==> config.mk <==
export PLATFORM = sky130hd
export DESIGN_NAME = hazard_scoreboard
export DESIGN_NICKNAME = d
export VERILOG_FILES = /design/src/rtl/hazard_scoreboard.sv
export SDC_FILE = /design/constraint.sdc
export NUM_CORES = 1
export LEC_CHECK = 0
export CORE_MARGIN = 4
export CORE_UTILIZATION = 41
export DETAILED_ROUTE_END_ITERATION = 12
export PLACE_DENSITY_LB_ADDON = 0.05
export RECOVER_POWER = 100
export SYNTH_ARGS = -nofsm -noshare
export SYNTH_HDL_FRONTEND = slang
export SYNTH_SLANG_ARGS = --single-unit
==> constraint.sdc <==
create_clock -name clk -period 3.9 [get_ports clk]
set_clock_uncertainty 0.1 [all_clocks]
set_input_delay 1.17 -clock clk [delete_from_list [all_inputs] [get_ports clk]]
set_output_delay 1.17 -clock clk [all_outputs]
set_load 0.01 [all_outputs]
==> src/rtl/hazard_scoreboard.sv <==
// Hazard/forwarding scoreboard: tracks in-flight destinations EX..WB, stalls load-use, picks forwarding sources.
// Latency: id_ready and id_wb_bypass are combinational, ex_fwd_sel is registered on advance; hold freezes all state.
// Optional HAZARD_SB_PERF_CNT_EN adds saturating stall/bubble counters (ports tied to 0 otherwise).
module hazard_scoreboard #(
    parameter int  NUM_RD    = 2,
    parameter int  DEPTH     = 3,
    parameter int  LOAD_SLOT = 2,
    parameter int  AW        = 5,
    localparam int SELW      = $clog2(DEPTH)
) (
    input  logic                   clk,
    input  logic                   reset,
    input  logic                   id_valid,
    output logic                   id_ready,
    input  logic [NUM_RD*AW-1:0]   id_src_addr,
    input  logic [NUM_RD-1:0]      id_src_used,
    input  logic                   id_regwrite,
    input  logic [AW-1:0]          id_dest,
    input  logic                   id_is_load,
    input  logic                   hold,
    input  logic                   flush,
    input  logic                   ex_kill,
    output logic                   ex_valid,
    output logic [NUM_RD*SELW-1:0] ex_fwd_sel,
    output logic [NUM_RD-1:0]      id_wb_bypass,
    output logic                   wb_regwrite,
    output logic [AW-1:0]          wb_dest,
    output logic [31:0]            perf_stall_cnt,
    output logic [31:0]            perf_bubble_cnt
);

    logic [DEPTH-1:0] s_valid;
    logic [DEPTH-1:0] s_regwrite;
    logic [DEPTH-2:0] s_is_load;
    logic [AW-1:0]    s_dest [DEPTH];

    logic [DEPTH-1:0]  eff;
    logic              advance;
    logic              stall;
    logic              accept;
    logic [NUM_RD-1:0] port_act;
    logic [NUM_RD-1:0] port_hit;
    logic [NUM_RD-1:0] port_haz;
    logic [SELW-1:0]   port_sel [NUM_RD];

    assign advance = !hold;

    // ex_kill only takes effect on a cycle that actually advances
    always_comb begin
        for (int j = 0; j < DEPTH; j++) begin
            eff[j] = s_valid[j] && s_regwrite[j] && (s_dest[j] != '0);
        end
        if (ex_kill && advance) begin
            eff[0] = 1'b0;
        end
    end

    // Scan oldest to youngest so the youngest matching producer wins.
    always_comb begin
        for (int p = 0; p < NUM_RD; p++) begin
            port_act[p]     = id_src_used[p] && (id_src_addr[p*AW +: AW] != '0);
            port_hit[p]     = 1'b0;
            port_haz[p]     = 1'b0;
            port_sel[p]     = '0;
            for (int j = DEPTH-2; j >= 0; j--) begin
                if (eff[j] && (s_dest[j] == id_src_addr[p*AW +: AW])) begin
                    port_hit[p] = 1'b1;
                    port_sel[p] = SELW'(j + 1);
                    port_haz[p] = s_is_load[j] && ((j + 1) < LOAD_SLOT);
                end
            end
            id_wb_bypass[p] = id_valid && port_act[p] && !port_hit[p] && eff[DEPTH-1] &&
                              (s_dest[DEPTH-1] == id_src_addr[p*AW +: AW]);
        end
    end

    assign stall    = |(port_act & port_haz);
    assign id_ready = !reset && advance && !stall;
    assign accept   = id_valid && id_ready && !flush;

    always_ff @(posedge clk or posedge reset) begin
        if (reset) begin
            s_valid    <= '0;
            s_regwrite <= '0;
            s_is_load  <= '0;
            for (int j = 0; j < DEPTH; j++) begin
                s_dest[j] <= '0;
            end
            ex_fwd_sel <= '0;
        end else if (advance) begin
            for (int j = 1; j < DEPTH; j++) begin
                s_valid[j] <= s_valid[j-1];
                s_dest[j]  <= s_dest[j-1];
            end
            for (int j = 2; j < DEPTH; j++) begin
                s_regwrite[j] <= s_regwrite[j-1];
            end
            s_regwrite[1] <= s_regwrite[0] && !ex_kill;
            for (int j = 1; j < DEPTH-1; j++) begin
                s_is_load[j] <= s_is_load[j-1];
            end
            s_valid[0]    <= accept;
            s_regwrite[0] <= accept && id_regwrite;
            s_dest[0]     <= accept ? id_dest : '0;
            s_is_load[0]  <= accept && id_is_load;
            for (int p = 0; p < NUM_RD; p++) begin
                ex_fwd_sel[p*SELW +: SELW] <= (accept && port_act[p] && port_hit[p]) ? port_sel[p] : '0;
            end
        end
    end

    assign ex_valid    = s_valid[0];
    assign wb_regwrite = s_valid[DEPTH-1] && s_regwrite[DEPTH-1];
    assign wb_dest     = s_dest[DEPTH-1];

`ifdef HAZARD_SB_PERF_CNT_EN
    always_ff @(posedge clk or posedge reset) begin
        if (reset) begin
            perf_stall_cnt  <= '0;
            perf_bubble_cnt <= '0;
        end else begin
            if (id_valid && stall && advance && (perf_stall_cnt != 32'hFFFF_FFFF)) begin
                perf_stall_cnt <= perf_stall_cnt + 32'd1;
            end
            if (advance && !accept && (perf_bubble_cnt != 32'hFFFF_FFFF)) begin
                perf_bubble_cnt <= perf_bubble_cnt + 32'd1;
            end
        end
    end
`else
    assign perf_stall_cnt  = '0;
    assign perf_bubble_cnt = '0;
`endif

endmodule
==> report_table.html, run 1 <==
<table>
<tr><th>Metric</th><th>Value</th></tr>
<tr><th colspan="2">Status</th></tr>
<tr><td>Result of the run</td><td>finished, final reports clean</td></tr>
<tr><th colspan="2">Timing</th></tr>
<tr><td>Setup total negative slack</td><td>0 ns</td></tr>
<tr><td>Clock period minus final worst setup slack</td><td>3.82 ns</td></tr>
<tr><td>Slew at the pin closest to its max-slew limit</td><td>1.01 ns</td></tr>
<tr><td>Normalized max-slew margin</td><td>0.330</td></tr>
<tr><td>Final Setup Violations</td><td>0</td></tr>
<tr><td>Unrepaired setup endpoints after global routing</td><td>false</td></tr>
<tr><td>Final clock period utilization by the worst path</td><td>0.981</td></tr>
<tr><td>Final hold violation count</td><td>0</td></tr>
<tr><td>Maximum operating frequency</td><td>0.261 GHz</td></tr>
<tr><td>Slew Limit Fails</td><td>0</td></tr>
<tr><th colspan="2">Routing</th></tr>
<tr><td>Total number of vias</td><td>1470</td></tr>
<tr><td>ANT nets after route</td><td>0</td></tr>
<tr><td>Final wirelength</td><td>4500 um</td></tr>
<tr><td>Top Layer Used</td><td>met4</td></tr>
<tr><td>Met3 wire len</td><td>309 um</td></tr>
<tr><td>Wire length on met2</td><td>2180 um</td></tr>
<tr><td>Wire length on met1</td><td>1950 um</td></tr>
<tr><td>First-pass DRT Iterations</td><td>4</td></tr>
<tr><td>Vias/cell</td><td>4.32</td></tr>
<tr><td>Wire per inst</td><td>13.2 um</td></tr>
<tr><td>Starting DRT DRC Count</td><td>40</td></tr>
<tr><td>Post-route DRC violation count</td><td>0</td></tr>
<tr><th colspan="2">Placed design</th></tr>
<tr><td>Cell area reported after detailed placement</td><td>2350 sq um</td></tr>
<tr><td>Half-perimeter wire length after detailed placement</td><td>3590 um</td></tr>
<tr><td>Port Buffers</td><td>38</td></tr>
<tr><td>Placer's final routability congestion estimate</td><td>0.815</td></tr>
<tr><th colspan="2">Power</th></tr>
<tr><td>Peak supply drop</td><td>0.174 mV</td></tr>
<tr><td>Leakage power total</td><td>1.25 nW</td></tr>
<tr><td>Power density over cell area</td><td>270 nW/um^2</td></tr>
<tr><td>Post-layout power</td><td>0.674 mW</td></tr>
<tr><th colspan="2">Clock network</th></tr>
<tr><td>Num CTS Buffers</td><td>3</td></tr>
<tr><td>Sink Count</td><td>26</td></tr>
<tr><td>CTS Hold Buffers Added</td><td>0</td></tr>
<tr><td>Depth of the CTS H-tree</td><td>1</td></tr>
<tr><td>CTS Root Buffer Type</td><td>sky130_fd_sc_hd__clkbuf_8</td></tr>
<tr><td>Maximum count of clock buffers along a single path</td><td>2</td></tr>
<tr><td>Clock latency reported for the late side of the worst-skew pair</td><td>0.28 ns</td></tr>
<tr><td>Clock tree from TritonCTS</td><td>yes</td></tr>
<tr><td>Clock-pin transition on the worst setup and hold timing paths</td><td>0.09 ns</td></tr>
<tr><th colspan="2">Synthesis</th></tr>
<tr><td>Synthesized area per cell</td><td>9.40 sq um</td></tr>
<tr><td>Netlist Area Pre-Place</td><td>2040 sq um</td></tr>
<tr><td>Sequential fraction of the synthesis area</td><td>0.319</td></tr>
<tr><td>Gate count after technology mapping</td><td>217</td></tr>
<tr><td>Number of distinct library cells after synthesis</td><td>32</td></tr>
<tr><td>Count of yosys warnings during synthesis</td><td>0</td></tr>
<tr><td>Seq cells post-synth</td><td>26</td></tr>
<tr><th colspan="2">Critical path</th></tr>
<tr><td>Data arrival time at the worst-slack endpoint</td><td>2.55 ns</td></tr>
<tr><td>Crit path kind</td><td>in -&gt; out</td></tr>
<tr><td>Required time worst endpoint</td><td>2.63 ns</td></tr>
<tr><td>Crit path capture type</td><td>output port</td></tr>
<tr><td>Worst Setup Start Kind</td><td>input port</td></tr>
<tr><td>Register-to-Register Path Depth</td><td>6</td></tr>
<tr><td>CP max FO</td><td>2</td></tr>
<tr><th colspan="2">GRT</th></tr>
<tr><td>Global-route wire length before repair</td><td>7110 um</td></tr>
<tr><td>Overall track demand over capacity in global routing</td><td>0.145</td></tr>
<tr><td>GR Overflow Total</td><td>0</td></tr>
<tr><td>Number of antenna violations at the first check in global routing</td><td>0</td></tr>
<tr><td>Number of global-route vias before repair</td><td>1428</td></tr>
<tr><td>Maximum number of pins on one net before global-route repair</td><td>31</td></tr>
<tr><th colspan="2">Layout</th></tr>
<tr><td>Area occupied by registers</td><td>651 sq um</td></tr>
<tr><td>ANT cells</td><td>0</td></tr>
<tr><td>Final Util</td><td>0.522</td></tr>
<tr><td>Net count, final</td><td>299</td></tr>
<tr><td>Share of cells above drive strength 1</td><td>0.234</td></tr>
<tr><td>Growth of design area from synthesis to finish</td><td>22.3%</td></tr>
<tr><td>Post-route cell area</td><td>2500 sq um</td></tr>
<tr><td>Area of the multi-input gates</td><td>1160 sq um</td></tr>
<tr><td>Fill count</td><td>459</td></tr>
<tr><th colspan="2">Floorplan</th></tr>
<tr><td>Standard-cell rows</td><td>25</td></tr>
<tr><td>Core Region</td><td>4790 sq um</td></tr>
<tr><td>Initial Utilization</td><td>0.426</td></tr>
<tr><td>Y dimension of the die</td><td>78.6 um</td></tr>
<tr><td>Number of top-level pins</td><td>103</td></tr>
<tr><td>Die area</td><td>6170 sq um</td></tr>
<tr><td>Horizontal die dimension</td><td>78.6 um</td></tr>
<tr><th colspan="2">Hold path</th></tr>
<tr><td>Cells on Worst Hold Path</td><td>2</td></tr>
<tr><td>Worst hold path type</td><td>reg -&gt; reg</td></tr>
<tr><th colspan="2">Run</th></tr>
<tr><td>Count of maximum capacitance violations</td><td>0</td></tr>
</table>
[flip-flops by register name, indices dropped and copies added (netlist names)]
signal and flops:
s_valid 3, s_is_load 1, s_dest 10, ex_fwd_sel 4, wb_dest 5, s_regwrite 3
[cell type report]
class	count	share of cell area
Tap cell	67	0.0336
Inverter	2	0.00301
Clock inverter	1	0.0120
Clock buffer	3	0.0165
Multi-Input combinational cell	179	0.467
Sequential cell	26	0.261
Timing Repair Buffer	62	0.208
[synthesized netlist by cell type]
| cell | n | area, sq um |
|---|---|---|
| sky130_fd_sc_hd__o31ai_4 | 1 | 21.3 |
| sky130_fd_sc_hd__buf_4 | 69 | 518 |
| sky130_fd_sc_hd__or4b_2 | 1 | 10.0 |
| sky130_fd_sc_hd__o21ai_0 | 9 | 45.0 |
| sky130_fd_sc_hd__nand2_1 | 21 | 78.8 |
| sky130_fd_sc_hd__o21ai_1 | 1 | 5.00 |
| sky130_fd_sc_hd__a21o_1 | 1 | 7.51 |
| sky130_fd_sc_hd__nor2_1 | 5 | 18.8 |
| sky130_fd_sc_hd__nand4_1 | 2 | 12.5 |
| sky130_fd_sc_hd__xor2_1 | 16 | 140 |
| sky130_fd_sc_hd__clkbuf_1 | 2 | 7.51 |
| sky130_fd_sc_hd__and2_1 | 2 | 12.5 |
| sky130_fd_sc_hd__a21o_2 | 1 | 8.76 |
| sky130_fd_sc_hd__inv_1 | 2 | 7.51 |
| sky130_fd_sc_hd__nand2b_1 | 1 | 6.26 |
| sky130_fd_sc_hd__o211a_1 | 1 | 10.0 |
| sky130_fd_sc_hd__nor3_1 | 4 | 20.0 |
| sky130_fd_sc_hd__dfrtp_1 | 26 | 651 |
| sky130_fd_sc_hd__a21oi_1 | 1 | 5.00 |
| sky130_fd_sc_hd__nor4_1 | 4 | 25.0 |
| sky130_fd_sc_hd__or4_1 | 5 | 37.5 |
| sky130_fd_sc_hd__conb_1 | 1 | 3.75 |
| sky130_fd_sc_hd__o211ai_1 | 2 | 15.0 |
| sky130_fd_sc_hd__a32o_1 | 2 | 20.0 |
| sky130_fd_sc_hd__buf_1 | 1 | 3.75 |
| sky130_fd_sc_hd__nor4b_1 | 4 | 35.0 |
| sky130_fd_sc_hd__mux2_2 | 13 | 146 |
| sky130_fd_sc_hd__o41ai_2 | 1 | 16.3 |
| sky130_fd_sc_hd__o21ai_2 | 1 | 8.76 |
| sky130_fd_sc_hd__buf_6 | 1 | 11.3 |
| sky130_fd_sc_hd__xnor2_1 | 14 | 123 |
| sky130_fd_sc_hd__nand3_1 | 2 | 10.0 |
[cells by family after synthesis]
logic type / share of synthesized area
other: 0.00184
muxes: 0.0717
DFF: 0.319
AOI/OAI and AO/OA: 0.0797
buffers and inverters: 0.269
xor gates and xnor gates: 0.129
and+or+nand+nor: 0.131
[through the flow]
step | setup slack, ns | hold WS [ns] | cells
CTS | 0.00257 | 0.393 | 339
global route | 0.000721 | 0.413 | 340
floorplan | 0.0741 | 0.363 | 280
global placement | -0.698 | 0.380 | 332
detailed placement | -0.717 | 0.374 | 332
finish | 0.0750 | 0.386 | 340
[path summary, 6_finish.rpt]
check	slack, ns	endpoint	start
min in group asynchronous	1.26	wb_dest[0]	reset
worst max-delay path	0.08	id_ready	id_src_addr[4]
worst max register to register	1.68	s_is_load[0]	s_dest[13]
worst min register to register	0.39	ex_fwd_sel[3]	ex_fwd_sel[3]
worst min-delay path	0.39	ex_fwd_sel[3]	ex_fwd_sel[3]
max in group asynchronous	1.21	s_regwrite[0]	reset
[report_power, final]
| part | switching, mW | internal [mW] |
|---|---|---|
| logic | 0.0827 | 0.0669 |
| registers | 0.0157 | 0.280 |
| clock network | 0.0907 | 0.137 |
| total | 0.189 | 0.484 |
[metal layers]
metal,vias to the layer above,track usage
li1,715,-
met1,687,0.183
met2,60,0.249
met3,8,0.0252
met4,0,0.0507
met5,-,0
[worst max-delay path: stages]
cell and delay (ns):
sky130_fd_sc_hd__buf_6 0.09, sky130_fd_sc_hd__or4_4 0.53, sky130_fd_sc_hd__o21ai_4 0.18, sky130_fd_sc_hd__nor4b_4 0.07, sky130_fd_sc_hd__o211a_1 0.25, sky130_fd_sc_hd__nor3_2 0.10, sky130_fd_sc_hd__clkbuf_2 0.15
[cells in the final DEF (no fill, tap or decap), drive strengths merged, types with 5 or more instances in the layout]
master,count
clkbuf,7
mux2,13
buf,29
o21ai,11
nand2,21
dlygate4sd3,12
xor2,16
nor2,5
dfrtp,26
conb,64
or4,5
clkdlybuf4s50,11
xnor2,14
[repair_timing]
item                       4_1_cts  5_1_grt
resized for setup               57        5
setup endpoints to repair        3        3
setup buffers                    3        1
pin swaps                       14        6
Power figures use the tool's default switching activity.
==> run 2, diff against run 1 <==
--- a/config.mk
+++ b/config.mk
@@ -10,6 +10,7 @@
 export DETAILED_ROUTE_END_ITERATION = 12
 export PLACE_DENSITY_LB_ADDON = 0.05
 export RECOVER_POWER = 100
+export SETUP_SLACK_MARGIN = 0.4
 export SYNTH_ARGS = -nofsm -noshare
 export SYNTH_HDL_FRONTEND = slang
 export SYNTH_SLANG_ARGS = --single-unit
==> run 2 against run 1 <==
Net effect: clock power about the same; cell count up 2.1%; first-iteration DRC count up 55%; sequential cell count unchanged; critical path depth unchanged; worst setup slack about the same; worst hold slack better by 0.0055 ns; power up 2.5%; critical endpoint unchanged.
==> report_table.html, run 2 (synthesis results as in run 1) <==
<table>
<tr><th>Metric</th><th>Value</th></tr>
<tr><th colspan="2">Placed design</th></tr>
<tr><td>Half-perimeter wire length after detailed placement</td><td>3520 um (was 3590 um)</td></tr>
<tr><td>Cell count after placement</td><td>334 (was 332)</td></tr>
<tr><td>Port Buffers</td><td>38 (unchanged)</td></tr>
<tr><td>Cell area reported after detailed placement</td><td>2380 sq um (was 2350 sq um)</td></tr>
<tr><td>Placer's final routability congestion estimate</td><td>0.927 (was 0.815)</td></tr>
<tr><th colspan="2">Critical path</th></tr>
<tr><td>Worst Setup Start Kind</td><td>input port (unchanged)</td></tr>
<tr><td>Crit path kind</td><td>in -&gt; out (unchanged)</td></tr>
<tr><td>Bufs and invs on worst path</td><td>2 (unchanged)</td></tr>
<tr><td>CP max FO</td><td>2 (unchanged)</td></tr>
<tr><td>Crit path capture type</td><td>output port (unchanged)</td></tr>
<tr><td>Critical path's top delay family</td><td>simple AND/OR/NAND/NOR gates (unchanged)</td></tr>
<tr><td>Cell breakdown of the critical path</td><td>buf_6 -&gt; or4_4 -&gt; o21ai_4 -&gt; nor4b_4 -&gt; o211a_1 -&gt; nor3_4 -&gt; clkbuf_2 (was buf_6 -&gt; or4_4 -&gt; o21ai_4 -&gt; nor4b_4 -&gt; o211a_1 -&gt; nor3_2 -&gt; clkbuf_2)</td></tr>
<tr><td>Worst reg2reg setup slack</td><td>1.63 ns (was 1.68 ns)</td></tr>
<tr><td>Longest individual stage delay on the worst path</td><td>0.54 ns (was 0.53 ns)</td></tr>
<tr><td>Data arrival time at the worst-slack endpoint</td><td>2.55 ns (about the same)</td></tr>
<tr><td>Slowest cell on the critical path</td><td>sky130_fd_sc_hd__or4_4 (unchanged)</td></tr>
<tr><td>Required time worst endpoint</td><td>2.63 ns (about the same)</td></tr>
<tr><th colspan="2">Clock network</th></tr>
<tr><td>Clock-pin transition on the worst setup and hold timing paths</td><td>0.09 ns (about the same)</td></tr>
<tr><td>Clock latency reported for the late side of the worst-skew pair</td><td>0.27 ns (was 0.28 ns)</td></tr>
<tr><td>Maximum count of clock buffers along a single path</td><td>2 (unchanged)</td></tr>
<tr><td>CTS Hold Buffers Added</td><td>0 (unchanged)</td></tr>
<tr><td>Clock tree from TritonCTS</td><td>yes (unchanged)</td></tr>
<tr><td>Num CTS Buffers</td><td>3 (unchanged)</td></tr>
<tr><td>CTS Root Buffer Type</td><td>sky130_fd_sc_hd__clkbuf_8 (unchanged)</td></tr>
<tr><td>Depth of the CTS H-tree</td><td>1 (unchanged)</td></tr>
<tr><td>Sink Count</td><td>26 (unchanged)</td></tr>
<tr><th colspan="2">Layout</th></tr>
<tr><td>ANT cells</td><td>0 (unchanged)</td></tr>
<tr><td>Fill count</td><td>458 (was 459)</td></tr>
<tr><td>Growth of design area from synthesis to finish</td><td>29.4% (was 22.3%)</td></tr>
<tr><td>Net count, final</td><td>306 (was 299)</td></tr>
<tr><td>Post-route cell area</td><td>2640 sq um (was 2500 sq um)</td></tr>
<tr><td>Largest register by flop count</td><td>s_dest (unchanged)</td></tr>
<tr><td>Flip-flop count of the largest register, all copies and words added</td><td>10 (unchanged)</td></tr>
<tr><td>Leading cell types in the layout, fill and taps excluded</td><td>64 x sky130_fd_sc_hd__conb_1, 26 x sky130_fd_sc_hd__dfrtp_1, 21 x sky130_fd_sc_hd__nand2_1, 21 x sky130_fd_sc_hd__buf_4 (was 64 x sky130_fd_sc_hd__conb_1, 26 x sky130_fd_sc_hd__dfrtp_1, 21 x sky130_fd_sc_hd__nand2_1, 21 x sky130_fd_sc_hd__buf_4, 15 x sky130_fd_sc_hd__xor2_1)</td></tr>
<tr><td>Share of cells above drive strength 1</td><td>0.300 (was 0.234)</td></tr>
<tr><td>Number of non-filler instances in the completed layout</td><td>347 (was 340)</td></tr>
<tr><td>Leading cell type in the layout, fill and taps excluded</td><td>sky130_fd_sc_hd__conb_1 (unchanged)</td></tr>
<tr><th colspan="2">Timing</th></tr>
<tr><td>Post-route worst hold slack</td><td>0.392 ns (was 0.386 ns)</td></tr>
<tr><td>Unrepaired setup endpoints after global routing</td><td>true (was false)</td></tr>
<tr><td>Clock period minus final worst setup slack</td><td>3.82 ns (about the same)</td></tr>
<tr><td>Maximum operating frequency</td><td>0.261 GHz (about the same)</td></tr>
<tr><td>Slew at the pin closest to its max-slew limit</td><td>1.40 ns (was 1.01 ns)</td></tr>
<tr><td>Final hold violation count</td><td>0 (unchanged)</td></tr>
<tr><td>Slew Limit Fails</td><td>0 (unchanged)</td></tr>
<tr><td>Final Setup Violations</td><td>0 (unchanged)</td></tr>
<tr><td>Final clock period utilization by the worst path</td><td>0.981 (about the same)</td></tr>
<tr><td>Normalized max-slew margin</td><td>0.0683 (was 0.330)</td></tr>
<tr><th colspan="2">GRT</th></tr>
<tr><td>Overall track demand over capacity in global routing</td><td>0.149 (was 0.145)</td></tr>
<tr><td>Number of global-route vias before repair</td><td>1372 (was 1428)</td></tr>
<tr><td>GR Overflow Total</td><td>0 (unchanged)</td></tr>
<tr><td>Number of antenna violations at the first check in global routing</td><td>0 (unchanged)</td></tr>
<tr><td>Maximum number of pins on one net before global-route repair</td><td>31 (unchanged)</td></tr>
<tr><td>Global-route wire length before repair</td><td>7190 um (was 7110 um)</td></tr>
<tr><th colspan="2">Floorplan</th></tr>
<tr><td>Horizontal die dimension</td><td>78.6 um (unchanged)</td></tr>
<tr><td>Y dimension of the die</td><td>78.6 um (unchanged)</td></tr>
<tr><td>Number of top-level pins</td><td>103 (unchanged)</td></tr>
<tr><td>Standard-cell rows</td><td>25 (unchanged)</td></tr>
<tr><td>Core Region</td><td>4790 sq um (unchanged)</td></tr>
<tr><td>Die area</td><td>6170 sq um (unchanged)</td></tr>
<tr><td>Initial Utilization</td><td>0.426 (unchanged)</td></tr>
<tr><th colspan="2">Routing</th></tr>
<tr><td>ANT nets after route</td><td>0 (unchanged)</td></tr>
<tr><td>Post-route DRC violation count</td><td>0 (unchanged)</td></tr>
<tr><td>Total number of vias</td><td>1498 (was 1470)</td></tr>
<tr><td>Final wirelength</td><td>4620 um (was 4500 um)</td></tr>
<tr><td>Vias/cell</td><td>4.32 (about the same)</td></tr>
<tr><td>Starting DRT DRC Count</td><td>62 (was 40)</td></tr>
<tr><td>Wire per inst</td><td>13.3 um (was 13.2 um)</td></tr>
<tr><td>First-pass DRT Iterations</td><td>4 (unchanged)</td></tr>
<tr><th colspan="2">Power</th></tr>
<tr><td>Power density over cell area</td><td>261 nW/um^2 (was 270 nW/um^2)</td></tr>
<tr><td>Peak supply drop</td><td>0.150 mV (was 0.174 mV)</td></tr>
<tr><td>Leakage power total</td><td>1.32 nW (was 1.25 nW)</td></tr>
<tr><th colspan="2">Hold path</th></tr>
<tr><td>Worst hold path type</td><td>reg -&gt; reg (unchanged)</td></tr>
<tr><th colspan="2">Status</th></tr>
<tr><td>Result of the run</td><td>finished, final reports clean (unchanged)</td></tr>
<tr><th colspan="2">Run</th></tr>
<tr><td>Count of maximum capacitance violations</td><td>0 (unchanged)</td></tr>
</table>
[run 2: changes by cell type in the layout (fill, tap and decap cells not counted), moves of 2 or more]
cell	previous run	this run
sky130_fd_sc_hd__clkbuf_2	1	4
sky130_fd_sc_hd__buf_6	2	11
sky130_fd_sc_hd__clkdlybuf4s15_1	3	0
sky130_fd_sc_hd__nor4_1	2	0
sky130_fd_sc_hd__xnor2_2	0	4
sky130_fd_sc_hd__xor2_1	15	13
sky130_fd_sc_hd__xnor2_1	14	10
sky130_fd_sc_hd__xor2_2	1	3
[run 2: layout make-up]
cell class | instances | area, sq um | area share
clock buffer | 3 | 41.3 | 0.0156
clock inverter | 1 | 30.0 | 0.0114
inverter | 2 | 7.51 | 0.00284
multi-input combinational | 179 | 1240 | 0.469
sequential | 26 | 651 | 0.246
tap | 67 | 83.8 | 0.0317
timing repair buffer | 69 | 589 | 0.223
[run 2: worst reg2reg max path, cell delays in order (launching register included)]
cell	delay (ns)
sky130_fd_sc_hd__dfrtp_1	0.56
sky130_fd_sc_hd__xnor2_2	0.16
sky130_fd_sc_hd__nand2_1	0.14
sky130_fd_sc_hd__nor4b_4	0.33
sky130_fd_sc_hd__o211a_1	0.23
sky130_fd_sc_hd__clkbuf_1	0.44
sky130_fd_sc_hd__o21ai_0	0.18
[run 2: routing by layer]
layer | vias up | share of wire | global-route usage
li1 | 725 | - | -
met1 | 701 | 0.42 | 0.201
met2 | 67 | 0.50 | 0.251
met3 | 5 | 0.071 | 0.0229
met4 | 0 | 0.0093 | 0.0350
met5 | - | 0 | 0
[run 2: what timing repair did]
action	CTS	global route
resized for setup	81	13
setup endpoints to repair	3	3
pin swaps	21	20
setup buffers	6	3
[run 2: path summary, 6_finish.rpt]
kind	start	end	cells after the start
setup reg to reg	s_dest[13]	s_regwrite[0]	6
max in group asynchronous	reset	wb_dest[3]	3
min in group asynchronous	reset	ex_fwd_sel[1]	3
setup / recovery	id_src_addr[8]	id_ready	7
hold reg to reg	ex_fwd_sel[3]	ex_fwd_sel[3]	2
hold / removal	ex_fwd_sel[3]	ex_fwd_sel[3]	2
[run 2: report_power, final]
| part | internal [mW] | switching, mW | total [mW] |
|---|---|---|---|
| Combinational | 0.0776 | 0.0880 | 0.166 |
| Clock | 0.137 | 0.0902 | 0.228 |
| Sequential | 0.280 | 0.0173 | 0.297 |
[run 2: metrics by stage]
stage / TNS, ns / worst slack, ns / utilization / power, mW
3_5_place_dp: -1.91 / -0.691 / 0.497 / 0.448
5_1_grt: 0 / 0.0162 / 0.552 / 0.724
6_report: 0 / 0.0752 / 0.552 / 0.691
4_1_cts: -0.0157 / -0.0157 / 0.542 / 0.694
2_1_floorplan: 0 / 0.196 / - / 0.432
3_3_place_gp: -1.89 / -0.697 / 0.497 / 0.447
==> run 3, diff against run 2 <==
--- a/config.mk
+++ b/config.mk
@@ -7,6 +7,7 @@
 export LEC_CHECK = 0
 export CORE_MARGIN = 4
 export CORE_UTILIZATION = 41
+export CTS_CLUSTER_DIAMETER = 200
 export DETAILED_ROUTE_END_ITERATION = 12
 export PLACE_DENSITY_LB_ADDON = 0.05
 export RECOVER_POWER = 100
==> results of run 3 <==
Same layout as run 2: the final DEF is identical, and so are final timing and power.
